**src/rtl/fp_serial_ctrl.sv**
```systemverilog
// rtl/fp_serial_ctrl.sv - serial load / launch / shift-out controller for a 32-bit adder core
module fp_serial_ctrl #(
    parameter int TIMEOUT = 64
) (
    input  logic        clk,
    input  logic        reset,
    input  logic        start,
    input  logic        din,
    output logic        lda,
    output logic        ldb,
    output logic        add_start,
    input  logic        add_done,
    input  logic [31:0] result,
    output logic        dout,
    output logic        dout_valid,
    output logic        busy,
    output logic        done,
    output logic        err
);

    localparam logic [2:0] S_IDLE      = 3'd0;
    localparam logic [2:0] S_LOAD_A    = 3'd1;
    localparam logic [2:0] S_LOAD_B    = 3'd2;
    localparam logic [2:0] S_LAUNCH    = 3'd3;
    localparam logic [2:0] S_WAIT      = 3'd4;
    localparam logic [2:0] S_SHIFT_OUT = 3'd5;
    localparam logic [2:0] S_FIN       = 3'd6;

    localparam logic [7:0] WAIT_LAST = 8'(TIMEOUT - 1);

    logic [2:0]  state;
    logic [4:0]  bit_cnt;
    logic [7:0]  wait_cnt;
    logic [31:0] out_sreg;

    // din is wired straight to the operand registers outside this block
    logic unused_din;
    assign unused_din = din;

    always_ff @(posedge clk or posedge reset) begin
        if (reset) begin
            state    <= S_IDLE;
            bit_cnt  <= 5'd0;
            wait_cnt <= 8'd0;
            out_sreg <= 32'd0;
            err      <= 1'b0;
        end else begin
            case (state)
                S_IDLE: begin
                    if (start) begin
                        state   <= S_LOAD_A;
                        bit_cnt <= 5'd0;
                        err     <= 1'b0;
                    end
                end
                S_LOAD_A: begin
                    bit_cnt <= bit_cnt + 5'd1;
                    if (bit_cnt == 5'd31) state <= S_LOAD_B;
                end
                S_LOAD_B: begin
                    bit_cnt <= bit_cnt + 5'd1;
                    if (bit_cnt == 5'd31) state <= S_LAUNCH;
                end
                S_LAUNCH: begin
                    wait_cnt <= 8'd0;
                    state    <= S_WAIT;
                end
                S_WAIT: begin
                    // a completion strobe in the final timeout cycle still wins
                    if (add_done) begin
                        out_sreg <= result;
                        bit_cnt  <= 5'd0;
                        state    <= S_SHIFT_OUT;
                    end else if (wait_cnt == WAIT_LAST) begin
                        err   <= 1'b1;
                        state <= S_FIN;
                    end else begin
                        wait_cnt <= wait_cnt + 8'd1;
                    end
                end
                S_SHIFT_OUT: begin
                    out_sreg <= {out_sreg[30:0], 1'b0};
                    bit_cnt  <= bit_cnt + 5'd1;
                    if (bit_cnt == 5'd31) state <= S_FIN;
                end
                S_FIN: begin
                    state <= S_IDLE;
                end
                default: begin
                    state <= S_IDLE;
                end
            endcase
        end
    end

    assign lda        = (state == S_LOAD_A);
    assign ldb        = (state == S_LOAD_B);
    assign add_start  = (state == S_LAUNCH);
    assign dout_valid = (state == S_SHIFT_OUT);
    assign done       = (state == S_FIN);
    assign busy       = (state != S_IDLE);
    assign dout       = dout_valid & out_sreg[31];

endmodule
```
**config.mk**
```make
export PLATFORM = sky130hd
export DESIGN_NAME = fp_serial_ctrl
export DESIGN_NICKNAME = d
export VERILOG_FILES = /design/src/rtl/fp_serial_ctrl.sv
export SDC_FILE = /design/constraint.sdc
export NUM_CORES = 1
export LEC_CHECK = 0
export ABC_AREA = 1
export CAP_MARGIN = 20
export CORE_MARGIN = 5
export CORE_UTILIZATION = 48
export CTS_CLUSTER_DIAMETER = 30
export CTS_CLUSTER_SIZE = 14
export DETAILED_ROUTE_END_ITERATION = 7
export PLACE_DENSITY_LB_ADDON = 0.08
export SYNTH_ARGS = -nofsm -noshare
export SYNTH_HDL_FRONTEND = slang
export SYNTH_SLANG_ARGS = --single-unit
```
**constraint.sdc**
```tcl
create_clock -name clk -period 1.4 [get_ports clk]
set_input_delay 0.28 -clock clk [delete_from_list [all_inputs] [get_ports clk]]
set_output_delay 0.28 -clock clk [all_outputs]
set_load 0.01 [all_outputs]
```
==> reports/metrics.yaml, run 1 <==
outcome: "finished, violations left"
violations: "setup timing"
die_h_um: 84.9
r2r-end: "out_sreg[3]"
wire_per_inst_um: 12.9
finalCritPeriodShare_pct: 108
ios: 45
cts_made_buffers: 5
peakVddDrop_mv: 1.15
grt_pass1_wl_um: 10300
power.total_mw: 6.76
layout_common_cells: "76 x nand2_1, 48 x dfrtp_1, 35 x clkdlybuf4s50_1, 32 x buf_4"
regToRegStartpoint: "state[0]"
ys.warnings.count: 0
mappedNetlistArea_um2: 2690
via_per_inst: 4.90
drive_above_1_share_pct: 34.6
clock-sinks: 49
fin_skew_ns: 0.0107
area_delta_synth_final_pct: 42.4
die_w_um: 84.9
critPathMaxStageDelay_ns: 0.47
root_buffer: "clkbuf_8"
post-place-ws_ns: -0.178
hold_violations: 0
core_um2: 5470
crit_type: "reg -> out"
htreeDepth: 2
nets: 458
slew_viol_final: 0
dieArea_um2: 7200
cp-end-kind: "primary output"
grt.overflow.total: 0
synth_nets: 372
period_needed_ns: 1.51
place_congestion: 0.822
cts_tree: "built"
fin_setup_tns_ns: -2.61
drt_iter0_drc: 115
power.leakage_nw: 1.80
max_cap_violations: 0
syn_inst: 332
slew-limit-headroom_pct: 82.3
hpwl_um: 3940
cts_max_path_buffers: 2
clk_pin_slew_ns: 0.10
ys_types: 31
crit_slowest_cell: "dfrtp_2"
routed_wl_um: 6330
clock_latency_ns: 0.31
ys_ff_latch: 49
start_kind: "flip-flop"
rr_worst_depth: 10
final_util_pct: 70.0
grt_pass1_vias: 2303
worst_pin_slew_ns: 0.265
fp-row-count: 27
track_usage_pct: 17.4
n_antenna_cell: 0
regToRegSetupSlack_ns: -0.09
synth_area_per_cell_um2: 8.11
start_util_pct: 49.2
io_buffer_count: 43
dr.pass1.iters: 4
grt_start_max_net_pins: 50
crit_required_ns: 1.12
postLayoutSetupSlackWorst_ns: -0.105
path_max_fanout: 4
cp.arrival_ns: 1.23
layout_commonest_cell: "nand2_1"
grt_antenna_before_repair: 0
ctsHoldBuffers: 0
critPathLaunch: "state[0]"
endpoint: "done"
hold_class: "in -> async"
final_antenna_net_count: 0
setup_viol: 43
cpMostUsedCell: "buf_6"
ys_seq_area_share_pct: 45.6
power_density_nw_per_um2: 1760
crit_chain: "buf_6, buf_6, nor2_2, buf_2"
vias: 2404
clock.fmax_mhz: 664
rsz0062_at_grt: "true"
drcViolationCount: 0
Yosys cell counts (all sizes together):
library cell | instances | area (um2)
a21oi | 5 | 28.8
a31o | 1 | 8.76
a31oi | 1 | 6.26
and3 | 1 | 6.26
buf | 13 | 121
dfrtp | 49 | 1230
ha | 3 | 37.5
inv | 37 | 141
nand2 | 101 | 425
nand3 | 18 | 103
nand4 | 4 | 25.0
nor2 | 44 | 198
o21a | 1 | 7.51
o21ai | 37 | 241
o21bai | 1 | 7.51
o22ai | 12 | 75.1
or2 | 1 | 6.26
xor2 | 3 | 26.3
layout make-up:
class / count / area (um2)
well taps: 72 / 90.1
clock inverters: 3 / 26.3
inverters: 37 / 150
fillers: 454 / 1640
multi-input cells: 235 / 1390
flip-flops and latches: 49 / 1230
repair buffers: 90 / 878
clock buffers: 5 / 68.8
flip-flops by register name (all words and copies together), names as in the netlist:
name / flops
err: 1
state: 3
out_sreg: 32
bit_cnt: 5
wait_cnt: 8
power by group:
group / switching, mW / internal, mW / total, mW / leakage, nW
combinational: 1.89 / 1.72 / 3.62 / 1.16
sequential: 0.279 / 1.97 / 2.25 / 0.605
clock: 0.531 / 0.364 / 0.895 / 0.0423
total: 2.70 / 4.06 / 6.76 / 1.80
stage by stage:
step           instance area, um2  std cells  hold slack [ns]
4_1_cts                      3650        487            0.374
3_5_place_dp                 3410        468            0.469
2_1_floorplan                2700        332            0.316
3_3_place_gp                 3410        468            0.465
5_1_grt                      3830        491            0.384
6_report                     3830        491            0.366
worst max-delay path, delay by kind of cell, from the launching register on:
kind | cells | cell delay [ns]
and+or+nand+nor | 1 | 0.07
buffers and inverters | 3 | 0.38
DFF | 1 | 0.47
worst min path at each step:
stage | slack, ns | cells past startpoint | endpoint
finish | 0.37 | 3 | out_sreg[18]
detailed placement | 0.47 | 2 | bit_cnt[4]
global route | 0.38 | 3 | out_sreg[18]
CTS | 0.37 | 3 | out_sreg[29]
floorplan | 0.32 | 1 | bit_cnt[0]
global placement | 0.46 | 2 | bit_cnt[4]
per-layer routing:
| metal | routed length [um] | track usage (%) | share of wire, % |
|---|---|---|---|
| met5 | 0 | 0 | 0 |
| met4 | 121 | 5.61 | 1.9 |
| met3 | 247 | 4.17 | 3.9 |
| met2 | 3120 | 28.0 | 49 |
| met1 | 2840 | 23.1 | 45 |
logic make-up after synthesis:
kind of cell	count (synthesis)	synth area share (%)
xor gates and xnor gates	3	0.976
adders and majority gates	3	1.39
and+or+nand+nor	169	28.4
buffers and inverters	50	9.76
DFF	49	45.6
AOI/OAI and AO/OA	58	13.9
repair_timing:
action	CTS	global route
cloned	2	0
setup buffers	9	4
pin swaps	3	5
setup endpoints to repair	48	54
resized for setup	56	39
Power figures use the tool's default switching activity.
==> run 2, diff against run 1 <==
Settings changed: CELL_PAD_IN_SITES_DETAIL_PLACEMENT set to 1, CELL_PAD_IN_SITES_GLOBAL_PLACEMENT set to 1, CORE_UTILIZATION 48 to 37, CTS_BUF_LIST set to sky130_fd_sc_hd__clkbuf_4.
==> run 2 against run 1 <==
  * Register-to-register slack worse by 0.14 ns
  * Sequential share of layout area down 1.3 points
  * Hold slack worse by 0.20 ns
  * Total power up 4.7%
  * Critical path type unchanged
  * Worst setup slack worse by 0.14 ns
  * Sequential cell count unchanged
  * Largest power group unchanged
  * Critical endpoint is now lda
  * The run still ends with setup timing left
  * Critical path depth up 1
  * Clock power down 20%
==> reports/metrics.yaml, run 2 (synthesis gave the netlist of run 1 again) <==
outcome: "finished, violations left"
violations: "setup timing"
clock_latency_ns: 0.39
crit_required_ns: 1.12
start_kind: "flip-flop"
reg_top3: "out_sreg x32, wait_cnt x8, bit_cnt x5"
grt.overflow.total: 0
final_util_pct: 55.7
regMostFlops: "out_sreg"
path_max_fanout: 3
layout_commonest_cell: "nand2_1"
peakVddDrop_mv: 0.815
hpwl_um: 4910
hold_class: "in -> async"
routed_wl_um: 7540
clk_pin_slew_ns: 0.16
cts_tree: "built"
power.leakage_nw: 1.93
die_w_um: 95.3
dieArea_um2: 9080
final_antenna_net_count: 0
cp.arrival_ns: 1.36
finalCritPeriodShare_pct: 117
grt_start_max_net_pins: 27
postLayoutSetupSlackWorst_ns: -0.244
grt_antenna_before_repair: 0
area_delta_synth_final_pct: 48.4
layout_common_cells: "79 x nand2_1, 47 x dfrtp_1, 43 x buf_4, 35 x clkdlybuf4s50_1, 29 x inv_1"
slew_viol_final: 0
hold_violations: 0
clock.fmax_mhz: 608
nets: 470
n_antenna_cell: 0
io_buffer_count: 43
power_density_nw_per_um2: 1770
grt_pass1_wl_um: 12000
cp-end-kind: "primary output"
placement.cell_area_um2: 3500
setup_viol: 55
cts_max_path_buffers: 2
root_buffer: "clkbuf_4"
htreeDepth: 2
via_per_inst: 4.73
post-place-ws_ns: -0.294
design_area_um2: 4000
die_h_um: 95.3
rsz0062_at_grt: "true"
core_um2: 7180
largest_register_ffs: 32
worst_pin_slew_ns: 0.369
rr_worst_depth: 11
drive_above_1_share_pct: 35.5
drcViolationCount: 0
holdWs_ns: 0.171
clock-sinks: 49
wire_per_inst_um: 14.2
place_congestion: 0.800
fp-row-count: 31
cts_made_buffers: 5
fin_skew_ns: 0.0244
slew-limit-headroom_pct: 75.1
grt_pass1_vias: 2657
start_util_pct: 37.5
period_needed_ns: 1.64
crit_type: "reg -> out"
max_cap_violations: 0
ctsHoldBuffers: 0
track_usage_pct: 17.0
vias: 2507
drt_iter0_drc: 24
dr.pass1.iters: 4
ios: 45
[run 2: changes by cell type in the layout (fill, tap and decap cells not counted), sizes merged]
cell	change
nand2	-1
dlygate4sd2	-1
clkinv	-1
buf	+13
clkdlybuf4s15	+1
clkbuf	+1
[run 2: worst paths after layout]
path | from | endpoint | slack (ns)
worst max register to register | state[0] | wait_cnt[1] | -0.23
max in group asynchronous | reset | out_sreg[14] | 0.81
worst min register to register | bit_cnt[4] | bit_cnt[4] | 0.50
worst min-delay path | reset | out_sreg[10] | 0.17
worst max-delay path | state[0] | lda | -0.24
min in group clk | result[0] | out_sreg[0] | 0.46
[run 2: repair_timing]
action	in CTS	in global routing
setup endpoints to repair	47	56
pin swaps	11	22
gates resized for setup	62	43
buffers inserted	19	3
gates cloned	2	0
[run 2: final cells by class]
class | instances | area [um2]
clock buffers | 6 | 45.0
multi-input cells | 234 | 1410
clock inverters | 2 | 15.0
inverters | 37 | 158
fillers | 847 | 3180
repair buffers | 103 | 1020
flip-flops and latches | 49 | 1230
well taps | 99 | 124
[run 2: per-layer routing]
metal / track usage (%) / routed length [um] / part of all wire, % / up-vias
li1: - / - / - / 1254
met1: 20.4 / 3270 / 43 / 1220
met2: 30.9 / 3930 / 52 / 26
met3: 3.16 / 239 / 3.2 / 7
met4: 4.69 / 91 / 1.2 / 0
met5: 0 / 0 / 0 / -
[run 2: critical path, stage by stage, from the launching register on]
cell     delay [ns]
dfrtp_2        0.46
buf_6          0.13
buf_6          0.11
nand2_1        0.12
nor2_4         0.05
buf_6          0.11
[run 2: power breakdown]
group          total [mW]  internal (mW)  switching (mW)
combinational        4.09           1.98            2.11
sequential           2.27           1.97           0.299
clock               0.717          0.216           0.501
[run 2: stage by stage]
stage | std cells | power (mW) | setup TNS [ns]
after floorplan | 332 | 4.23 | 0
after global placement | 501 | 5.25 | -8.67
after detailed placement | 501 | 5.37 | -8.88
after CTS | 529 | 6.64 | -10.10
after global routing | 530 | 7.60 | -14.12
final | 530 | 7.08 | -10.17
==> run 3, diff against run 2 <==
Settings changed: CAP_MARGIN 20 to 40, GPL_TIMING_DRIVEN set to 0, HOLD_SLACK_MARGIN set to 0.02.
==> run 3 against run 2 <==
  * The flow still finishes with violations (setup timing)
  * Sequential cell count is the same
  * Routed wire length grew 16%
  * Hold slack better by 0.037 ns
  * Total power is 7.5% higher
  * Via count up 3.0%
  * Clock power rose by 24%
  * Cell count decreased by 1.1%
  * Critical endpoint is now dout
==> reports/metrics.yaml, run 3 (synthesis gave the netlist of run 1 again) <==
grt_antenna_before_repair: 0
die_w_um: 95.3
power.leakage_nw: 1.92
slew_viol_final: 0
clock-sinks: 49
grt_pass1_vias: 2721
crit_required_ns: 1.12
dr.pass1.iters: 4
hold_violations: 0
power_density_nw_per_um2: 1840
period_needed_ns: 1.66
area_delta_synth_final_pct: 53.6
track_usage_pct: 18.8
rsz0062_at_grt: "true"
postLayoutSetupSlackWorst_ns: -0.258
start_kind: "flip-flop"
root_buffer: "clkbuf_4"
drive_above_1_share_pct: 39.3
violations: "setup timing"
setup_viol: 55
routed_wl_um: 8720
max_cap_violations: 0
multiInputGateArea_um2: 1530
worst_pin_slew_ns: 0.430
outcome: "finished, violations left"
cts_tree: "built"
cp.arrival_ns: 1.38
clock_latency_ns: 0.39
hold_class: "in -> async"
final_util_pct: 57.6
clk_pin_slew_ns: 0.17
core_um2: 7180
grt_pass1_wl_um: 13000
holdWs_ns: 0.208
via_per_inst: 4.93
wire_per_inst_um: 16.6
nets: 464
clock.fmax_mhz: 603
peakVddDrop_mv: 0.849
drcViolationCount: 0
fp-row-count: 31
hpwl_um: 5070
post-place-ws_ns: -0.518
layout_commonest_cell: "nand2_1"
fin_setup_tns_ns: -5.80
fin_skew_ns: 0.0174
final_antenna_net_count: 0
ctsHoldBuffers: 0
regMostFlops: "out_sreg"
htreeDepth: 2
ios: 45
vias: 2582
cp-end-kind: "primary output"
die_h_um: 95.3
layout_common_cells: "75 x nand2_1, 48 x dfrtp_1, 35 x clkdlybuf4s50_1, 30 x buf_4, 26 x inv_1"
path_max_fanout: 7
largest_register_ffs: 32
io_buffer_count: 43
reg_top3: "out_sreg x32, wait_cnt x8, bit_cnt x5"
crit_type: "reg -> out"
cts_made_buffers: 5
cts_max_path_buffers: 2
finalCritPeriodShare_pct: 118
grt.overflow.total: 0
drt_iter0_drc: 47
slew-limit-headroom_pct: 71.3
dieArea_um2: 9080
n_antenna_cell: 0
grt_start_max_net_pins: 36
place_congestion: 0.739
nFillCells: 835
regArea_um2: 1230
start_util_pct: 37.5
==> run 3: path summary, 6_finish.rpt <==
| path | start | end | slack [ns] | cells after the start |
|---|---|---|---|---|
| worst max-delay path | state[0] | dout | -0.26 | 5 |
| worst min-delay path | reset | wait_cnt[2] | 0.21 | 2 |
| worst max register to register | state[0] | out_sreg[1] | -0.15 | 11 |
| worst min register to register | bit_cnt[4] | bit_cnt[4] | 0.50 | 2 |
| max in group asynchronous | reset | out_sreg[22] | 0.68 | 3 |
| min in group clk | result[3] | out_sreg[3] | 0.49 | 3 |
==> run 3: timing repair <==
item | in CTS | in global routing
setup endpoints to repair | 28 | 56
endpoints found under the hold margin | 0 | 0
cloned | 7 | 1
buffers inserted | 22 | 15
pin swaps | 12 | 28
gates resized for setup | 99 | 50
==> run 3: power by group <==
part / switching (mW) / internal (mW)
Combinational: 2.31 / 2.11
Sequential: 0.330 / 1.97
Clock: 0.508 / 0.379
==> run 3: per-stage QoR <==
step / cell area (um2) / total power, mW / instances
after floorplan: 2700 / 4.23 / 332
after global placement: 3250 / 4.92 / 474
after detailed placement: 3270 / 5.05 / 475
after CTS: 3890 / 7.02 / 512
after global routing: 4140 / 8.13 / 524
final: 4140 / 7.61 / 524
==> run 3: layout make-up <==
class                   count  share of cell area (%)
clock inverters             3                    1.12
repair buffers             83                    20.8
multi-input cells         236                    36.9
clock buffers               5                   0.908
inverters                  37                    4.05
flip-flops and latches     49                    29.7
well taps                  99                    3.00
plain buffers              12                    3.51
==> run 3: critical path, stage by stage (launching register included) <==
cell	delay [ns]
dfrtp_1	0.39
buf_6	0.15
nand3_4	0.11
buf_6	0.14
nor2_4	0.10
buf_6	0.10
==> run 3: per-layer routing <==
| metal | GRT usage [%] | wire [um] |
|---|---|---|
| met2 | 35.6 | 4820 |
| met3 | 3.24 | 216 |
| met1 | 21.0 | 3500 |
| met5 | 0 | 0 |
| met4 | 6.25 | 183 |
